**config.mk**
```make
export PLATFORM = sky130hd
export DESIGN_NAME = regfile_sequencer
export DESIGN_NICKNAME = d
export VERILOG_FILES = /design/src/rtl/regfile_sequencer.sv
export SDC_FILE = /design/constraint.sdc
export NUM_CORES = 1
export LEC_CHECK = 0
export CORE_MARGIN = 2
export CORE_UTILIZATION = 24
export CTS_CLUSTER_SIZE = 16
export DETAILED_ROUTE_END_ITERATION = 10
export HOLD_SLACK_MARGIN = 0.03
export MAX_ROUTING_LAYER = met4
export SLEW_MARGIN = 0
export SYNTH_ARGS = -nofsm -noshare
export SYNTH_HDL_FRONTEND = slang
export SYNTH_SLANG_ARGS = --single-unit
```
**constraint.sdc**
```tcl
create_clock -name CLKb -period 1.77 [get_ports CLKb]
set_input_delay 0.531 -clock CLKb [delete_from_list [all_inputs] [get_ports CLKb]]
set_output_delay 0.531 -clock CLKb [all_outputs]
set_load 0.02 [all_outputs]
```
**src/rtl/regfile_sequencer.sv**
```systemverilog
// -----------------------------------------------------------------------------
// regfile_sequencer
// Control sequencer for the 10-bit processor. One instruction is latched per
// EXEC request in step T0 and then walked through one or two execution steps.
// Each step drives the four-entry register file ports, the ALU function and
// the bus strobes.
//
// Ports
//   CLKb   in   1   system clock, rising edge active
//   Rstn   in   1   asynchronous active-low reset
//   EXEC   in   1   execute request, sampled only in T0
//   INSTR  in  10   [9:6] opcode, [5:4] Rx, [3:2] Ry, [1:0] reserved
//   WRA    out  2   write address          ENW   out 1  write enable
//   RDA0   out  2   read address port 0    ENR0  out 1  read enable port 0
//   RDA1   out  2   read address port 1    ENR1  out 1  read enable port 1
//   FN     out  3   ALU function           Gin   out 1  load G register
//   Gout   out  1   G onto bus             Extrn out 1  external data onto bus
//   DONE   out  1   final step             BUSY  out 1  step is not T0
//   STEP   out  2   current step (00 T0, 01 T1, 10 T2)
//
// All outputs are a combinational decode of the step register and IR, so a
// reset forces every output to zero without waiting for a clock edge.
// -----------------------------------------------------------------------------
module regfile_sequencer (
   input  logic       CLKb,
   input  logic       Rstn,
   input  logic       EXEC,
   input  logic [9:0] INSTR,
   output logic [1:0] WRA,
   output logic [1:0] RDA0,
   output logic [1:0] RDA1,
   output logic       ENW,
   output logic       ENR0,
   output logic       ENR1,
   output logic [2:0] FN,
   output logic       Gin,
   output logic       Gout,
   output logic       Extrn,
   output logic       DONE,
   output logic       BUSY,
   output logic [1:0] STEP
);

   typedef enum logic [1:0] {
      T0 = 2'b00,
      T1 = 2'b01,
      T2 = 2'b10
   } step_e;

   localparam logic [3:0] OP_LOAD = 4'b0000;
   localparam logic [3:0] OP_COPY = 4'b0001;
   localparam logic [3:0] OP_INV  = 4'b0111;

   step_e      step_q, step_d;
   logic [9:0] ir_q, ir_d;

   logic [3:0] op_s;
   logic [1:0] rx_s;
   logic [1:0] ry_s;

   assign op_s = ir_q[9:6];
   assign rx_s = ir_q[5:4];
   assign ry_s = ir_q[3:2];

   // ALU function for opcodes 0010..0111; ADD..XOR map to 000..100, INV to 101.
   function automatic logic [2:0] alu_fn(input logic [3:0] op);
      logic [2:0] fn;
      case (op)
         4'b0010: fn = 3'b000;
         4'b0011: fn = 3'b001;
         4'b0100: fn = 3'b010;
         4'b0101: fn = 3'b011;
         4'b0110: fn = 3'b100;
         4'b0111: fn = 3'b101;
         default: fn = 3'b000;
      endcase
      return fn;
   endfunction

   // True for opcodes that need the two-step read/compute then write-back flow.
   function automatic logic is_alu(input logic [3:0] op);
      return (op >= 4'b0010) && (op <= 4'b0111);
   endfunction

   // Next step and instruction register.
   always_comb begin
      step_d = step_q;
      ir_d   = ir_q;
      case (step_q)
         T0: begin
            if (EXEC) begin
               ir_d   = INSTR;
               step_d = T1;
            end else begin
               step_d = T0;
            end
         end
         T1: begin
            if (is_alu(op_s)) begin
               step_d = T2;
            end else begin
               step_d = T0;
            end
         end
         T2:      step_d = T0;
         default: step_d = T0;
      endcase
   end

   // Step and IR registers; IR only changes on an accepted EXEC in T0.
   always_ff @(posedge CLKb or negedge Rstn) begin
      if (!Rstn) begin
         step_q <= T0;
         ir_q   <= 10'd0;
      end else begin
         step_q <= step_d;
         ir_q   <= ir_d;
      end
   end

   // Output decode of the current step and latched instruction.
   always_comb begin
      WRA   = 2'b00;
      RDA0  = 2'b00;
      RDA1  = 2'b00;
      ENW   = 1'b0;
      ENR0  = 1'b0;
      ENR1  = 1'b0;
      FN    = 3'b000;
      Gin   = 1'b0;
      Gout  = 1'b0;
      Extrn = 1'b0;
      DONE  = 1'b0;
      case (step_q)
         T1: begin
            if (op_s == OP_LOAD) begin
               Extrn = 1'b1;
               ENW   = 1'b1;
               WRA   = rx_s;
               DONE  = 1'b1;
            end else if (op_s == OP_COPY) begin
               // Register file reads combinationally, so Q0 is on the bus
               // in time for the same-cycle write.
               ENR0 = 1'b1;
               RDA0 = ry_s;
               ENW  = 1'b1;
               WRA  = rx_s;
               DONE = 1'b1;
            end else if (op_s == OP_INV) begin
               ENR1 = 1'b1;
               RDA1 = ry_s;
               FN   = alu_fn(op_s);
               Gin  = 1'b1;
            end else if (is_alu(op_s)) begin
               ENR0 = 1'b1;
               RDA0 = rx_s;
               ENR1 = 1'b1;
               RDA1 = ry_s;
               FN   = alu_fn(op_s);
               Gin  = 1'b1;
            end else begin
               DONE = 1'b1;
            end
         end
         T2: begin
            // FN stays at the opcode value while G is written back.
            FN   = alu_fn(op_s);
            Gout = 1'b1;
            ENW  = 1'b1;
            WRA  = rx_s;
            DONE = 1'b1;
         end
         default: begin
            DONE = 1'b0;
         end
      endcase
   end

   assign BUSY = (step_q != T0);
   assign STEP = step_q;

endmodule
```
Word-level counts from Yosys, hierarchy flattened:

Cells that the tools add are included.

* register bits: 12
* latch bits: 0
* RAM bits: 0
* bits in read-only memories: 0
* output and inout bits: 19
* memories: 0

* add/subtract/negate cells: 0
* $mul: 0
* div/mod/pow operators: 0
* $lt $le $gt $ge: 2
* equal/unequal tests: 8
* shifts and indexed selects: 0
* multiplexer cells: 43
* bitwise logic cells: 0
* reductions and logical operators: 5

Operators by type and width (count)
* $mux W2: 13
* $mux W1: 19
* $eq A4 B3 Y1 const B: 4
* $pmux W3 S5: 1
* $mux W3: 4
* $pmux W3 S4: 1
* $pmux W2 S2: 2
* $pmux W3 S2: 1
* $eq A4 B1 Y1 const B: 1
* $eq A4 B2 Y1 const B: 1
* $ge A4 B2 Y1 const B: 1
* $le A4 B3 Y1 const B: 1
* $logic_not A4 Y1: 1
* $pmux W1 S2: 2
* $eq A2 B1 Y1 const B: 1
* $eq A2 B2 Y1 const B: 1
* $logic_not A2 Y1: 1
* $reduce_and A2 Y1: 1
* $reduce_bool A2 Y1: 1
* $logic_and A1 B1 Y1: 1

Depth between registers and ports, before layout:

Gate-level depths: netlist of run 1.

* word-level depth: 7
* mapped depth: 5
* mapped depth without buffers: 5

Worst setup path after synthesis of run 1:

No wires, ideal clock.

* kind: reg2out
* start point: register step_q[1], in the netlist STEP[1]
* end point: output port RDA0[0]
* arrival time: 1.550 ns
* data required time: 1.239 ns
* setup slack: -0.311 ns
* stages on the path, launching flop included: 6
* cells stage by stage: dfrtp_1 -> inv_1 -> ha_1 -> nand2b_1 -> or3_1 -> nor2_1

* cells in the longest elaborated chain, start to end: 2

Ends and longest elaborated chain
* start: declaration: RTL line 54 `step_e step_q, step_d;`
* start signal: assignment: RTL line 116 `step_q <= step_d;`
* $eq A2 B1 Y1: RTL line 134 `case (step_q)`
* $mux W2: RTL line 134
* end: declaration: RTL line 30 `output logic [1:0] RDA0,`

No other way between the ends.

Worst setup path after layout of run 1:

* start point: register step_q[1], in the netlist STEP[1]
* end point: output port RDA0[1]

Same word-level chain as after synthesis.

==> impl_metrics.prom, run 1 <==
# TYPE chip_impl_metric gauge
chip_impl_info{name="cts.root.buffer_cell",value="sky130_fd_sc_hd__clkbuf_4"} 1
chip_impl_metric{name="ant_nets",unit=""} 0
chip_impl_metric{name="met1Wirelength",unit="microns"} 812
chip_impl_metric{name="final_setup_violations",unit=""} 16
chip_impl_info{name="topRoutingLayerUsed",value="met4"} 1
chip_impl_metric{name="cts-htree-levels",unit=""} 1
chip_impl_metric{name="io_pins",unit=""} 32
chip_impl_metric{name="p_switching",unit="uW"} 706
chip_impl_metric{name="final-hold-violation-count",unit=""} 0
chip_impl_metric{name="vias",unit=""} 654
chip_impl_metric{name="power_density",unit="mW/mm^2"} 1310
chip_impl_metric{name="core",unit="sq mm"} 0.00225
chip_impl_metric{name="ys_warn_count",unit=""} 0
chip_impl_metric{name="max_slew.worst_pin.slew",unit="ns"} 0.460
chip_impl_metric{name="grt_overflow",unit=""} 0
chip_impl_metric{name="routedWlPerCell",unit="microns"} 12.6
chip_impl_metric{name="relSlewSlack",unit="%"} 69.2
chip_impl_metric{name="max-vdd-ir-drop",unit="V"} 0.000768
chip_impl_metric{name="max_cap_viol_count",unit=""} 0
chip_impl_metric{name="fp.dieArea",unit="sq mm"} 0.00286
chip_impl_metric{name="required_time_at_the_endpoint_of_the_critical_path",unit="ns"} 1.24
chip_impl_metric{name="io_buffers",unit=""} 29
chip_impl_metric{name="die-height",unit="microns"} 53.4
chip_impl_metric{name="power.total",unit="uW"} 1800
chip_impl_metric{name="power.clock.fraction",unit="%"} 11.4
chip_impl_info{name="setup_repair_after_global_routing_missed_its_margin",value="yes"} 1
chip_impl_metric{name="synth_edf_count",unit=""} 0
chip_impl_metric{name="largest_buffer_count_on_any_clock_path",unit=""} 2
chip_impl_metric{name="drt-vias-per-instance",unit=""} 4.39
chip_impl_info{name="postSynth.topFlopCell",value="sky130_fd_sc_hd__dfrtp_1"} 1
chip_impl_metric{name="globalRouteTotalUtil",unit="%"} 15.6
chip_impl_metric{name="final-max-slew-violation-count",unit=""} 0
chip_impl_metric{name="seq_area_frac_synth",unit="%"} 42.6
chip_impl_metric{name="insertedDiodeCount",unit=""} 0
chip_impl_metric{name="met3RoutedLength",unit="microns"} 76
chip_impl_info{name="hp-class",value="in2async"} 1
chip_impl_info{name="cp-start-kind",value="flop"} 1
chip_impl_metric{name="post_synth_cell_types",unit=""} 22
chip_impl_metric{name="clk_transition_reported_paths",unit="ns"} 0.07
chip_impl_metric{name="fin_worst_skew",unit="ns"} 0.00222
chip_impl_metric{name="maximum_number_of_pins_on_one_net_before_global_route_repair",unit=""} 11
chip_impl_metric{name="yosys_register_bits",unit=""} 10
chip_impl_metric{name="mappedNetlistArea",unit="sq um"} 587
chip_impl_info{name="status",value="complete, but fails checks"} 1
chip_impl_metric{name="vias_in_the_first_global_route",unit=""} 665
chip_impl_info{name="cts_tree",value="built"} 1
chip_impl_metric{name="detail_route.drc_violations",unit=""} 0
chip_impl_metric{name="first_iteration_detailed_routing_drc_count",unit=""} 7
chip_impl_metric{name="worst_skew_pair.late_latency",unit="ns"} 0.26
chip_impl_metric{name="layout_worst_path_cycle_share",unit="%"} 121
chip_impl_metric{name="maxClockFrequency",unit="GHz"} 0.467
chip_impl_metric{name="leakagePower",unit="uW"} 0.000605
chip_impl_metric{name="internal-power",unit="uW"} 1090
chip_impl_info{name="synth_top_area_cell",value="sky130_fd_sc_hd__dfrtp_1"} 1
chip_impl_metric{name="num_rows",unit=""} 17
chip_impl_info{name="setup.worst_path.class",value="reg2out"} 1
chip_impl_metric{name="ffs_w_async_s_r_synth",unit="%"} 100
chip_impl_metric{name="syn_inst",unit=""} 63
chip_impl_metric{name="dp_hpwl",unit="microns"} 1400
chip_impl_metric{name="wirelength",unit="microns"} 1880
chip_impl_metric{name="hold_buffer_count_at_cts",unit=""} 0
chip_impl_metric{name="p_sw_share",unit="%"} 39.2
chip_impl_metric{name="die-width",unit="microns"} 53.4
chip_impl_metric{name="final_net_count",unit=""} 138
chip_impl_metric{name="grt_antenna_before_repair",unit=""} 0
chip_impl_info{name="violations",value="setup timing"} 1
chip_impl_metric{name="grt_first_pass_wirelength",unit="microns"} 3020
chip_impl_metric{name="route.met2.wl",unit="microns"} 964
chip_impl_metric{name="p_comb_share",unit="%"} 65.3
chip_impl_metric{name="fin_worst_setup_slack",unit="ns"} -0.371
chip_impl_metric{name="filler_cell_count",unit=""} 206
chip_impl_metric{name="cts_sinks",unit=""} 10
chip_impl_metric{name="sequentialPowerShare",unit="%"} 23.2
chip_impl_metric{name="finish.utilization",unit="%"} 60.7
chip_impl_info{name="cp-end-kind",value="output port"} 1
chip_impl_metric{name="finalWorstPathRequiredPeriod",unit="ns"} 2.14
chip_impl_metric{name="avgSynthCellArea",unit="sq um"} 9.31
chip_impl_metric{name="start_util",unit="%"} 26.0
chip_impl_metric{name="synthesis.nets",unit=""} 79
chip_impl_info{name="synthTopCellsByArea",value="sky130_fd_sc_hd__dfrtp_1 43%, sky130_fd_sc_hd__mux2_2 7.7%, sky130_fd_sc_hd__ha_1 6.4%"} 1
chip_impl_metric{name="cts_buffers",unit=""} 3
chip_impl_metric{name="gp_congestion",unit=""} 0.699
chip_impl_metric{name="critical_path_peak_fanout",unit=""} 4
chip_impl_metric{name="netlist.area_leader.share",unit="%"} 42.6
chip_impl_metric{name="area_overhead_of_the_layout_relative_to_synthesis",unit="%"} 133
chip_impl_metric{name="drt_first_pass_iters",unit=""} 4
chip_impl_metric{name="crit_arrival",unit="ns"} 1.61
chip_impl_metric{name="drive_above_1_share",unit="%"} 69.4
## kinds of logic after synthesis
logic type,synth area share (%)
AO/OA/AOI/OAI,9.59
adder cells (fa/ha/maj),6.40
buffers and inverters,7.68
AND/OR/NAND/NOR,22.6
flip-flops,42.6
multiplexers,11.1
## flip-flops by register name (all words and copies together), names as in the netlist
signal	count
ir_q	8
STEP	2
## routing by layer
layer	vias to the layer above	GRT usage [%]
met2	16	25.7
met5	-	-
li1	328	-
met4	0	8.97
met3	2	1.69
met1	308	18.3
## cells in the final DEF (no fill, tap or decap), drive strengths merged, types with 2 or more instances in the layout
cell type	Yosys	routed
and2	2	2
buf	1	43
clkbuf	0	5
clkdlybuf4s50	0	10
dfrtp	10	10
ha	3	3
inv	10	10
mux2	4	4
mux2i	2	2
nand3	4	4
nor2	9	9
nor4b	2	2
o21a	2	2
o21ai	5	5
## layout make-up
class / count / area, sq um / share of cell area, %
clock buffer: 4 / 36.3 / 2.65
inverter: 10 / 40.0 / 2.93
multi-input combinational: 42 / 472 / 34.5
sequential: 10 / 256 / 18.7
tap: 28 / 35.0 / 2.56
timing repair buffer: 55 / 529 / 38.7
## what timing repair did
action,in CTS,in global routing
setup buffers,6,4
resized for setup,117,13
pin swaps,8,10
setup endpoints to repair,19,16
## stage by stage
stage | instances | instance area, sq um | hold slack [ns] | setup WS [ns] | setup TNS, ns
after global routing | 149 | 1370 | 0.601 | -0.445 | -5.91
after CTS | 145 | 1300 | 0.596 | -0.373 | -4.47
after global placement | 135 | 1140 | 0.587 | -0.558 | -6.67
after detailed placement | 135 | 1140 | 0.594 | -0.546 | -6.90
after floorplan | 63 | 699 | 0.235 | -0.0595 | -0.300
final | 149 | 1370 | 0.584 | -0.371 | -4.65
## power groups by stage
stage	logic, uW	clock network, uW	registers (uW)
3_5_place_dp	887	0	392
3_3_place_gp	883	0	388
2_1_floorplan	464	0	405
4_1_cts	1090	213	416
6_report	1180	206	418
5_1_grt	1250	234	430
## cell usage after synthesis, types with 2 or more instances
cell                      instances
sky130_fd_sc_hd__ha_1             3
sky130_fd_sc_hd__nand3_1          4
sky130_fd_sc_hd__inv_1           10
sky130_fd_sc_hd__mux2i_1          2
sky130_fd_sc_hd__nor2_1           9
sky130_fd_sc_hd__and2_1           2
sky130_fd_sc_hd__o21ai_0          5
sky130_fd_sc_hd__o21a_1           2
sky130_fd_sc_hd__mux2_2           4
sky130_fd_sc_hd__dfrtp_1         10
## path summary, 6_finish.rpt
check / depth (start not counted) / from / end / slack, ns
worst max-delay path: 6 / STEP[1] / RDA0[1] / -0.37
worst max register to register: 6 / STEP[1] / ir_q[8] / 0.26
max in group asynchronous: 1 / Rstn / ir_q[8] / 0.84
worst min register to register: 1 / ir_q[8] / ir_q[8] / 0.62
min in group CLKb: 1 / ir_q[8] / ir_q[8] / 0.62
worst min-delay path: 1 / Rstn / STEP[1] / 0.58
## worst max-delay path, stage by stage (launching register included)
cell and delay (ns):
sky130_fd_sc_hd__dfrtp_2 0.44, sky130_fd_sc_hd__inv_4 0.08, sky130_fd_sc_hd__ha_4 0.16, sky130_fd_sc_hd__nand2b_4 0.06
sky130_fd_sc_hd__or3_4 0.37, sky130_fd_sc_hd__nor2_4 0.12, sky130_fd_sc_hd__buf_6 0.12
Note: power is estimated with default switching activity, not from simulation.
==> inputs of run 2 (changes only) <==
SKIP_CTS_REPAIR_TIMING = 1   (was unset)
clock period = 1.8 ns   (was 1.77 ns; I/O delays follow)
==> run 2 against run 1 <==
  * The flow still finishes with violations (setup timing)
  * Count of clock-buffer cells in the layout stayed put
  * Clock power down 24%
  * Worst setup slack improved by 0.057 ns
  * Sequential power down 5%
  * Non-clock buffer count down 7
  * Via count is 0.46% higher
  * Total power decreased by 11%
  * Final cell count fell by 4.7%
  * Design area is 6.4% lower
  * Critical path type unchanged
==> impl_metrics.prom, run 2 (synthesis results as in run 1) <==
# TYPE chip_impl_metric gauge
chip_impl_info{name="hp-class",value="reg2reg"} 1
chip_impl_info{name="cpMaxStageDelayCell",value="sky130_fd_sc_hd__dfrtp_1"} 1
chip_impl_metric{name="cts_buffers",unit=""} 3
chip_impl_metric{name="finish.utilization",unit="%"} 56.8
chip_impl_metric{name="cts-htree-levels",unit=""} 1
chip_impl_info{name="cp-start-kind",value="flop"} 1
chip_impl_metric{name="grt_antenna_before_repair",unit=""} 0
chip_impl_metric{name="final-instance-count-excl-fill",unit=""} 142
chip_impl_info{name="final_common_cell",value="sky130_fd_sc_hd__buf_6"} 1
chip_impl_metric{name="holdWs",unit="ns"} 0.547
chip_impl_metric{name="fin_worst_setup_slack",unit="ns"} -0.314
chip_impl_metric{name="globalRouteTotalUtil",unit="%"} 13.3
chip_impl_metric{name="detail_route.drc_violations",unit=""} 0
chip_impl_metric{name="worst_skew_pair.late_latency",unit="ns"} 0.26
chip_impl_metric{name="relSlewSlack",unit="%"} 70.6
chip_impl_metric{name="place.detailed.instances",unit=""} 134
chip_impl_metric{name="first_iteration_detailed_routing_drc_count",unit=""} 11
chip_impl_metric{name="critical_path.max_stage_delay",unit="ns"} 0.42
chip_impl_metric{name="number_of_flip_flops_under_the_largest_register_name",unit=""} 8
chip_impl_metric{name="drt-vias-per-instance",unit=""} 4.63
chip_impl_info{name="setup.worst_path.class",value="reg2out"} 1
chip_impl_metric{name="insertedDiodeCount",unit=""} 0
chip_impl_metric{name="largest_buffer_count_on_any_clock_path",unit=""} 2
chip_impl_metric{name="io_pins",unit=""} 32
chip_impl_metric{name="grt_first_pass_wirelength",unit="microns"} 2620
chip_impl_metric{name="layout_worst_path_cycle_share",unit="%"} 117
chip_impl_metric{name="drive_above_1_share",unit="%"} 64.0
chip_impl_metric{name="num_rows",unit=""} 17
chip_impl_metric{name="die-height",unit="microns"} 53.4
chip_impl_metric{name="power_density",unit="mW/mm^2"} 1260
chip_impl_metric{name="io_buffers",unit=""} 29
chip_impl_metric{name="required_time_at_the_endpoint_of_the_critical_path",unit="ns"} 1.26
chip_impl_metric{name="final_setup_violations",unit=""} 16
chip_impl_metric{name="final-max-slew-violation-count",unit=""} 0
chip_impl_info{name="setup_repair_after_global_routing_missed_its_margin",value="yes"} 1
chip_impl_metric{name="critical_path_peak_fanout",unit=""} 4
chip_impl_metric{name="gp_congestion",unit=""} 0.773
chip_impl_metric{name="crit_arrival",unit="ns"} 1.57
chip_impl_metric{name="maximum_number_of_pins_on_one_net_before_global_route_repair",unit=""} 11
chip_impl_metric{name="die-width",unit="microns"} 53.4
chip_impl_info{name="regMostFlops",value="ir_q"} 1
chip_impl_metric{name="dp_hpwl",unit="microns"} 1340
chip_impl_info{name="layout.cells.most_common_list",value="19 x sky130_fd_sc_hd__buf_6, 16 x sky130_fd_sc_hd__buf_4, 10 x sky130_fd_sc_hd__clkdlybuf4s50_1, 7 x sky130_fd_sc_hd__nor2_4"} 1
chip_impl_metric{name="core",unit="sq mm"} 0.00225
chip_impl_metric{name="final-hold-violation-count",unit=""} 0
chip_impl_metric{name="finalWorstPathRequiredPeriod",unit="ns"} 2.11
chip_impl_info{name="cts_tree",value="built"} 1
chip_impl_metric{name="wirelength",unit="microns"} 1770
chip_impl_metric{name="drt_first_pass_iters",unit=""} 4
chip_impl_info{name="status",value="complete, but fails checks"} 1
chip_impl_info{name="crit_chain",value="nor4b_2, buf_4, mux2i_4, nor2_4, buf_6"} 1
chip_impl_metric{name="start_util",unit="%"} 26.0
chip_impl_metric{name="fp.dieArea",unit="sq mm"} 0.00286
chip_impl_metric{name="final_net_count",unit=""} 131
chip_impl_metric{name="max_cap_viol_count",unit=""} 0
chip_impl_metric{name="leakagePower",unit="uW"} 0.000583
chip_impl_info{name="cp-end-kind",value="output port"} 1
chip_impl_info{name="violations",value="setup timing"} 1
chip_impl_metric{name="max-vdd-ir-drop",unit="V"} 0.000722
chip_impl_metric{name="max_slew.worst_pin.slew",unit="ns"} 0.440
chip_impl_metric{name="fin_worst_skew",unit="ns"} 0.00556
chip_impl_metric{name="maxClockFrequency",unit="GHz"} 0.473
chip_impl_metric{name="routedWlPerCell",unit="microns"} 12.4
chip_impl_metric{name="clk_transition_reported_paths",unit="ns"} 0.06
chip_impl_metric{name="cts_sinks",unit=""} 10
chip_impl_metric{name="vias",unit=""} 657
chip_impl_metric{name="area_overhead_of_the_layout_relative_to_synthesis",unit="%"} 118
chip_impl_metric{name="ant_nets",unit=""} 0
chip_impl_metric{name="grt_overflow",unit=""} 0
chip_impl_info{name="cts.root.buffer_cell",value="sky130_fd_sc_hd__clkbuf_4"} 1
chip_impl_metric{name="vias_in_the_first_global_route",unit=""} 626
[run 2: cell count changes in the layout (fill, tap and decap cells not counted), moves of 2 or more]
cell,delta
sky130_fd_sc_hd__buf_6,-7
sky130_fd_sc_hd__and2_4,+2
sky130_fd_sc_hd__mux2i_2,-2
sky130_fd_sc_hd__dlymetal6s2s_1,+2
sky130_fd_sc_hd__and2_1,-2
sky130_fd_sc_hd__mux2i_4,+2
sky130_fd_sc_hd__buf_2,-2
sky130_fd_sc_hd__nor2_1,+2
sky130_fd_sc_hd__nor2_2,-2
[run 2: report_power, final]
| part | switching [uW] | internal, uW |
|---|---|---|
| registers | 91.9 | 307 |
| clock network | 71.4 | 85.4 |
| logic | 482 | 572 |
[run 2: per-layer routing]
layer,global-route usage [%],up-vias,share of wire (%)
met5,-,-,0
met4,8.97,0,2.6
met3,2.54,6,4.1
met2,23.0,30,55
met1,13.5,306,38
li1,-,315,-
[run 2: layout make-up]
class | count | area [sq um]
clock buffer | 4 | 26.3
fill | 211 | 973
inverter | 10 | 37.5
multi-input combinational | 42 | 463
sequential | 10 | 255
tap | 28 | 35.0
timing repair buffer | 48 | 464
[run 2: final timing paths]
path	from	end	slack, ns	cells after the start
worst max-delay path	ir_q[8]	RDA0[1]	-0.31	5
worst min-delay path	ir_q[6]	ir_q[6]	0.55	1
worst max register to register	STEP[1]	ir_q[2]	0.29	6
worst min register to register	ir_q[6]	ir_q[6]	0.55	1
max in group asynchronous	Rstn	ir_q[9]	0.88	1
min in group asynchronous	Rstn	ir_q[5]	0.59	1
[run 2: stage by stage]
stage | setup slack (ns) | total power [uW] | cell area (sq um) | setup TNS (ns)
2_1_floorplan | -0.0385 | 849 | 694 | -0.153
3_3_place_gp | -0.487 | 1230 | 1120 | -6.38
3_5_place_dp | -0.510 | 1240 | 1120 | -6.54
4_1_cts | -0.811 | 1410 | 1150 | -11.72
5_1_grt | -0.396 | 1710 | 1280 | -4.88
6_report | -0.314 | 1610 | 1280 | -3.74
[run 2: critical path: cells and delay by family (launching register included)]
family	cells	cell delay [ns]
DFF	1	0.42
and+or+nand+nor	2	0.35
muxes	1	0.24
buffers and inverters	2	0.31
